File: src/rtl/irq_dispatch_sequencer.sv
// ============================================================================
// irq_dispatch_sequencer
// ----------------------------------------------------------------------------
// Sits between the interrupt latch/mask stage and the 6502 IRQ pin. Picks the
// lowest-index pending source, raises int_out, hands the vector to the CPU
// through a 4-register window, tracks one in-service interrupt until software
// writes EOI, and sends the EOI strobe/ID back to the latch stage. A watchdog
// forces EOI if software never writes it.
//
// Ports:
//   clk          system clock
//   reset        asynchronous, active-high reset
//   i_data[7:0]  CPU write data
//   o_data[7:0]  CPU read data (combinational from registers)
//   addr[1:0]    register select: 0 vector, 1 EOI, 2 status, 3 control
//   cs           chip select
//   rwb          1 = read, 0 = write
//   int_pending  level pending vector from latch/mask stage
//   int_out      registered IRQ request to CPU, active-high
//   o_eoi        one-cycle EOI strobe to latch stage
//   o_eoi_id     source ID being cleared, valid while o_eoi = 1
// ============================================================================
module irq_dispatch_sequencer #(
    parameter int NUM_IRQ = 256,
    parameter int IDX_W   = 8,
    parameter int TIMEOUT = 65535
) (
    input  logic               clk,
    input  logic               reset,
    input  logic [7:0]         i_data,
    output logic [7:0]         o_data,
    input  logic [1:0]         addr,
    input  logic               cs,
    input  logic               rwb,
    input  logic [NUM_IRQ-1:0] int_pending,
    output logic               int_out,
    output logic               o_eoi,
    output logic [IDX_W-1:0]   o_eoi_id
);

    typedef enum logic [1:0] {S_IDLE, S_PEND, S_SERVICE} state_t;

    // Counter only needs to reach TIMEOUT-1.
    localparam int                CNT_W   = (TIMEOUT < 2) ? 1 : $clog2(TIMEOUT);
    localparam logic [CNT_W-1:0]  WD_LAST = CNT_W'(TIMEOUT - 1);
    localparam bit                WD_EN   = (TIMEOUT != 0);

    state_t           r_state, w_next;
    logic [IDX_W-1:0] r_win, r_svc, w_arb_idx;
    logic             r_valid, w_arb_any;
    logic             r_en, r_spur, r_mism, r_tmo;
    logic [CNT_W-1:0] r_cnt;

    logic w_vec_rd, w_eoi_wr, w_stat_wr, w_ctrl_wr, w_eoi_match;
    logic w_ack, w_eoi_ok, w_eoi_bad, w_spur, w_wdog;
    logic [7:0] w_vec_data;

    // Lowest index wins: scan downward so the last hit is the lowest set bit.
    always_comb begin
        w_arb_idx = '0;
        w_arb_any = 1'b0;
        for (int i = NUM_IRQ - 1; i >= 0; i--) begin
            if (int_pending[i]) begin
                w_arb_idx = IDX_W'(i);
                w_arb_any = 1'b1;
            end
        end
    end

    assign w_vec_rd    = cs &  rwb & (addr == 2'd0);
    assign w_eoi_wr    = cs & ~rwb & (addr == 2'd1);
    assign w_stat_wr   = cs & ~rwb & (addr == 2'd2);
    assign w_ctrl_wr   = cs & ~rwb & (addr == 2'd3);
    assign w_eoi_match = (i_data == 8'(r_svc));

    assign w_vec_data = (r_state == S_SERVICE) ? 8'(r_svc) :
                        (r_valid ? 8'(r_win) : 8'hFF);

    always_comb begin
        o_data = 8'h00;
        case (addr)
            2'd0:    o_data = w_vec_data;
            2'd2:    o_data = {r_en, 2'b00, r_tmo, r_mism, r_spur,
                               (r_state == S_SERVICE), int_out};
            2'd3:    o_data = {7'b0, r_en};
            default: o_data = 8'h00;
        endcase
    end

    always_ff @(posedge clk or posedge reset) begin
        if (reset) r_state <= S_IDLE;
        else       r_state <= w_next;
    end

    always_comb begin
        w_next    = r_state;
        w_ack     = 1'b0;
        w_eoi_ok  = 1'b0;
        w_eoi_bad = 1'b0;
        w_spur    = 1'b0;
        w_wdog    = 1'b0;
        case (r_state)
            S_IDLE: begin
                w_spur    = w_vec_rd;
                w_eoi_bad = w_eoi_wr;
                if (r_valid && r_en) w_next = S_PEND;
            end
            S_PEND: begin
                w_eoi_bad = w_eoi_wr;
                // Acknowledge is taken before looking at a dropped source.
                if (w_vec_rd && r_valid) begin
                    w_ack  = 1'b1;
                    w_next = S_SERVICE;
                end else begin
                    w_spur = w_vec_rd;
                    if (!r_valid || !r_en) w_next = S_IDLE;
                end
            end
            S_SERVICE: begin
                if (w_eoi_wr && w_eoi_match) begin
                    w_eoi_ok = 1'b1;
                    w_next   = S_IDLE;
                end else if (w_eoi_wr) begin
                    w_eoi_bad = 1'b1;
                end
                if (WD_EN && (r_cnt == WD_LAST) && !w_eoi_ok) begin
                    w_wdog = 1'b1;
                    w_next = S_IDLE;
                end
            end
            default: w_next = S_IDLE;
        endcase
    end

    always_ff @(posedge clk or posedge reset) begin
        if (reset) begin
            r_win    <= '0;
            r_valid  <= 1'b0;
            r_svc    <= '0;
            r_cnt    <= '0;
            r_en     <= 1'b0;
            r_spur   <= 1'b0;
            r_mism   <= 1'b0;
            r_tmo    <= 1'b0;
            int_out  <= 1'b0;
            o_eoi    <= 1'b0;
            o_eoi_id <= '0;
        end else begin
            // Winner is frozen in service; on leaving, drop the stale valid so
            // the old winner cannot re-raise the IRQ before fresh arbitration.
            if (r_state != S_SERVICE) begin
                r_win   <= w_arb_idx;
                r_valid <= w_arb_any;
            end else if (w_next == S_IDLE) begin
                r_valid <= 1'b0;
            end

            if (w_ack) r_svc <= r_win;

            if (w_ack)                                           r_cnt <= '0;
            else if (r_state == S_SERVICE && r_cnt != {CNT_W{1'b1}}) r_cnt <= r_cnt + CNT_W'(1);

            if (w_ctrl_wr) r_en <= i_data[0];

            // Sticky set wins over a same-cycle write-one-to-clear.
            r_spur <= w_spur    | (r_spur & ~(w_stat_wr & i_data[2]));
            r_mism <= w_eoi_bad | (r_mism & ~(w_stat_wr & i_data[3]));
            r_tmo  <= w_wdog    | (r_tmo  & ~(w_stat_wr & i_data[4]));

            int_out <= (w_next == S_PEND);
            o_eoi   <= w_eoi_ok | w_wdog;
            if (w_eoi_ok || w_wdog) o_eoi_id <= r_svc;
        end
    end

endmodule
File: config.mk
export PLATFORM = sky130hd
export DESIGN_NAME = irq_dispatch_sequencer
export DESIGN_NICKNAME = d
export VERILOG_FILES = /design/src/rtl/irq_dispatch_sequencer.sv
export SDC_FILE = /design/constraint.sdc
export NUM_CORES = 1
export LEC_CHECK = 0
export CORE_ASPECT_RATIO = 0.5
export CORE_MARGIN = 2
export CORE_UTILIZATION = 42
export CTS_CLUSTER_DIAMETER = 40
export CTS_CLUSTER_SIZE = 16
export DETAILED_ROUTE_END_ITERATION = 8
export PLACE_DENSITY = 0.9
export SYNTH_ARGS = -nofsm -noshare
export SYNTH_HDL_FRONTEND = slang
export SYNTH_SLANG_ARGS = --single-unit
File: constraint.sdc
create_clock -name clk -period 2.5 [get_ports clk]
set_input_delay 0.5 -clock clk [delete_from_list [all_inputs] [get_ports clk]]
set_output_delay 0.5 -clock clk [all_outputs]
set_load 0.02 [all_outputs]
==> flow_metrics.env, run 1 <==
export IMPL_syn_area_per_cell_um2=6.81
export IMPL_yosysSeqAreaShare_pct=20.9
export IMPL_ctsRootBufferMaster="clkbuf_16"
export IMPL_clock_path_buffers=2
export IMPL_stop_stage="global routing (5_1_grt)"
export IMPL_grt_overflow_total=77
export IMPL_syn_cell_area_um2=5870
export IMPL_syn_inst=862
export IMPL_status="did not finish"
export IMPL_grt_max_degree=28
export IMPL_grt_use_total_pct=76.4
export IMPL_yosys_warnings=0
export IMPL_stop_error="[ERROR GRT-0232] Routing congestion too high. Check the congestion heatmap in the GUI."
export IMPL_synth_seq_cells=49
export IMPL_endpoint_type="sequential cell input"
export IMPL_synthArstFlopShare_pct=100
export IMPL_postSynth_topFlopCell="dfrtp_1"
export IMPL_ios=288
export IMPL_rows=30
export IMPL_clock_sinks=49
export IMPL_syn_num_nets=1134
export IMPL_die_h_um=87.6
export IMPL_postGrtWorstEndpoint="r_win[0]$_DFFE_PP0N_/D"
export IMPL_gp_congestion=1.05
export IMPL_netlist_cell_type_count=68
export IMPL_dpl_hpwl_um=27000
export IMPL_port_buffers=287
export IMPL_die_w_um=171
export IMPL_cts_buffers=5
export IMPL_synth_edf_count=0
export IMPL_post_place_cells=1652
export IMPL_start_util_pct=43.2
export IMPL_cts_htree_levels=2
## metrics by stage
step	cell area, µm²	setup WS [ns]
floorplan	5870	0.300
detailed placement	11400	-0.579
global placement	11400	-0.460
CTS	11700	0.00112
## repair_timing
item | in CTS
endpoints found under the hold margin | 0
resized for setup | 49
buffers inserted | 1
hold buffers | 0
endpoints found under the setup margin | 15
pin swaps | 11
## layer usage
layer  GRT usage (%)  overflow
met1            72.5         1
met2            93.1        35
met3            67.2         0
met4            80.5        41
met5            23.6         0
## kinds of logic after synthesis
family / after synthesis / synth area share, %
simple gates: 488 / 42.6
compound gates: 237 / 27.6
buf+inv: 60 / 4.18
flops: 49 / 20.9
xor+xnor: 16 / 2.39
mux: 10 / 1.90
fa+ha+maj: 2 / 0.426
## cells in the mapped netlist (13+ instances only)
cell / number / area (µm²)
o211ai_1: 14 / 105
nor3_1: 54 / 270
o21ai_0: 43 / 215
nor2b_1: 13 / 81.3
nor4_1: 84 / 526
nand4_1: 24 / 150
a2111oi_0: 13 / 114
a21oi_1: 62 / 310
nand2_1: 83 / 312
nand3_1: 25 / 125
nand2b_1: 19 / 119
o31ai_1: 22 / 165
dfrtp_1: 49 / 1230
inv_1: 49 / 184
nor2_1: 133 / 499
==> run 2: changes to the inputs <==
==> config.mk (replaced) <==
export PLATFORM = sky130hd
export DESIGN_NAME = irq_dispatch_sequencer
export DESIGN_NICKNAME = d
export VERILOG_FILES = /design/src/rtl/irq_dispatch_sequencer.sv
export SDC_FILE = /design/constraint.sdc
export NUM_CORES = 1
export LEC_CHECK = 0
export CORE_MARGIN = 2
export CORE_UTILIZATION = 35
export DETAILED_ROUTE_END_ITERATION = 8
export PLACE_DENSITY_LB_ADDON = 0.15
export SYNTH_ARGS = -nofsm -noshare
export SYNTH_HDL_FRONTEND = slang
export SYNTH_SLANG_ARGS = --single-unit
==> run 2 against run 1 <==
Against the previous run: the flow now finishes without violations; synthesized area unchanged; synthesized cell count unchanged.
==> flow_metrics.env, run 2 <==
export IMPL_status="finished, final reports clean"
export IMPL_clock_path_buffers=2
export IMPL_path_max_fanout=3
export IMPL_timing_fmax_mhz=403
export IMPL_max_stage_delay_ns=0.47
export IMPL_die_w_um=134
export IMPL_critical_path_class="primary input to flip-flop"
export IMPL_grt_max_degree=50
export IMPL_ios=288
export IMPL_syn_inst=862
export IMPL_wl_per_cell_um=16.1
export IMPL_synth_seq_cells=49
export IMPL_start_util_pct=35.7
export IMPL_stdcell_area_um2=11900
export IMPL_antenna_found_initial=0
export IMPL_synth_most_common_cell="nor2_1"
export IMPL_rsz0062_at_grt="true"
export IMPL_cp_end_kind="flip-flop"
export IMPL_finalCritPeriodShare_pct=99.2
export IMPL_ant_nets=0
export IMPL_yosysSeqAreaShare_pct=20.9
export IMPL_largest_register_ffs=16
export IMPL_port_buffers=287
export IMPL_cp_start_kind="primary input"
export IMPL_wl_um=27300
export IMPL_syn_cell_area_um2=5870
export IMPL_cts_buffers=5
export IMPL_grt_pass1_wl_um=42400
export IMPL_postSynth_topFlopCell="dfrtp_1"
export IMPL_synth_edf_count=0
export IMPL_skew_ns=0.00427
export IMPL_place_area_um2=11400
export IMPL_grt_use_total_pct=28.8
export IMPL_worst_pin_slew_ns=0.561
export IMPL_cap_violations=0
export IMPL_layout_common_cells="buf_4 (329), clkdlybuf4s50_1 (249), nor2_1 (132), nand2_1 (83), nor4_1 (63)"
export IMPL_dpl_hpwl_um=23000
export IMPL_regMostFlops="r_cnt"
export IMPL_syn_num_nets=1134
export IMPL_synthArstFlopShare_pct=100
export IMPL_antennaDiodeCount=0
export IMPL_clock_sinks=49
export IMPL_clk_latency_ns=0.29
export IMPL_powerDensity_nw_per_um2=284
export IMPL_rows=47
export IMPL_synth_area_leader_cell="dfrtp_1"
export IMPL_yosys_top_cells_area="dfrtp_1 (21%), nor4_1 (9.0%), nor2_1 (8.5%), nand2_1 (5.3%), a21oi_1 (5.3%)"
export IMPL_yosysTopAreaCellShare_pct=20.9
export IMPL_num_vias=9329
export IMPL_cts_htree_levels=2
export IMPL_via_per_inst=5.50
export IMPL_layout_drive_gt1_share_pct=27.8
export IMPL_yosys_warnings=0
export IMPL_critPathSlowestCell="clkdlybuf4s50_1"
export IMPL_setup_viol=0
export IMPL_relSlewSlack_pct=62.1
export IMPL_layout_nets=1747
export IMPL_die_h_um=134
export IMPL_grt_overflow_total=0
export IMPL_netlist_cell_type_count=68
export IMPL_syn2layout_area_growth_pct=103
export IMPL_die_area_um2=17800
export IMPL_syn_area_per_cell_um2=6.81
export IMPL_p_leak_nw=5.07
export IMPL_fillers=1319
export IMPL_drtIter0Drc=578
export IMPL_drv_slew=0
export IMPL_hp_class="flip-flop to flip-flop"
export IMPL_layout_cells_most_common="buf_4"
export IMPL_min_period_ns=2.48
export IMPL_netlist_top_cells_count="nor2_1 (133), nor4_1 (84), nand2_1 (83)"
export IMPL_cts_tree="yes"
export IMPL_clkTransAtPathRegs_ns=0.06
export IMPL_vdd_drop_max_mv=0.278
export IMPL_worstPathRequired_ns=2.65
export IMPL_critical_path_arrival_ns=2.62
export IMPL_hold_viol_final=0
export IMPL_grt_pass1_vias=9147
export IMPL_p_total_mw=3.38
export IMPL_design_core_area_um2=16500
export IMPL_ctsRootBufferMaster="clkbuf_16"
export IMPL_gp_congestion=0.951
export IMPL_crit_chain="clkdlybuf4s50_1, buf_4, nor4_1, o311ai_0, a2111oi_2, o21ai_0, o21ai_1, a41oi_1"
export IMPL_drt_pre_antenna_iters=5
export IMPL_drc=0
## run 2: cell counts after synthesis
No cell type changed its count.
## run 2: worst paths after layout
check / from / to / slack, ns / depth (start not counted)
worst max-delay path: int_pending[182] / r_win[1]$_DFFE_PP0N_ / 0.02 / 8
worst min-delay path: r_tmo$_DFF_PP0_ / r_tmo$_DFF_PP0_ / 0.48 / 2
worst max register to register: r_state[1]$_DFF_PP0_ / r_win[1]$_DFFE_PP0N_ / 0.27 / 10
worst min register to register: r_tmo$_DFF_PP0_ / r_tmo$_DFF_PP0_ / 0.48 / 2
max in group asynchronous: reset / r_win[7]$_DFFE_PP0N_ / 1.70 / 3
min in group asynchronous: reset / int_out$_DFF_PP0_ / 0.57 / 3
## run 2: power breakdown
| group | switching (mW) | total, mW | internal, mW |
|---|---|---|---|
| combinational | 0.687 | 1.60 | 0.913 |
| clock | 0.281 | 0.652 | 0.371 |
| sequential | 0.176 | 1.13 | 0.957 |
## run 2: worst max-delay path, delay by kind of cell
kind,cells,cell delay [ns]
AO/OA/AOI/OAI,5,1.18
buffers and inverters,2,0.64
AND/OR/NAND/NOR,1,0.30
## run 2: per-stage QoR
step / setup WS [ns] / util (%) / hold WS [ns] / TNS (ns) / std cells
2_1_floorplan: 0.300 / - / 0.437 / 0 / 862
3_3_place_gp: -0.445 / 69.3 / 0.454 / -3.65 / 1684
3_5_place_dp: -0.515 / 69.3 / 0.466 / -4.30 / 1684
4_1_cts: 0.00264 / 70.7 / 0.482 / 0 / 1695
5_1_grt: -0.0559 / 72.5 / 0.526 / -0.138 / 1696
6_report: 0.0204 / 72.5 / 0.483 / 0 / 1696
## run 2: layer usage
metal  vias to the layer above  wire, µm  GRT usage, %
li1                       4585         -             -
met1                      4314     11200          34.5
met2                       363     13900          53.7
met3                        67      1350          2.74
met4                         0       848          9.87
met5                         -         0             0
## run 2: cells by family after synthesis
| logic type | count (synthesis) | synth area share, % |
|---|---|---|
| AO/OA/AOI/OAI | 237 | 27.6 |
| adder cells (fa/ha/maj) | 2 | 0.426 |
| XOR/XNOR | 16 | 2.39 |
| multiplexers | 10 | 1.90 |
| AND/OR/NAND/NOR | 488 | 42.6 |
| flip-flops | 49 | 20.9 |
| buffers and inverters | 60 | 4.18 |
## run 2: layout make-up
| cell class | count | area (µm²) | area share (%) |
|---|---|---|---|
| Multi-Input combinational cell | 753 | 4730 | 39.6 |
| Inverter | 49 | 184 | 1.54 |
| Sequential cell | 49 | 1230 | 10.3 |
| Tap cell | 220 | 275 | 2.31 |
| Timing Repair Buffer | 617 | 5380 | 45.1 |
| Clock buffer | 6 | 129 | 1.08 |
| Clock inverter | 2 | 15.0 | 0.126 |
## run 2: what timing repair did
item / CTS / global route
hold endpoints to repair: 0 / 0
pin swaps: 12 / 29
hold buffers: 0 / 0
setup buffers: 3 / 1
resized for setup: 39 / 74
endpoints found under the setup margin: 12 / 13
(Power assumes the default switching activity.)
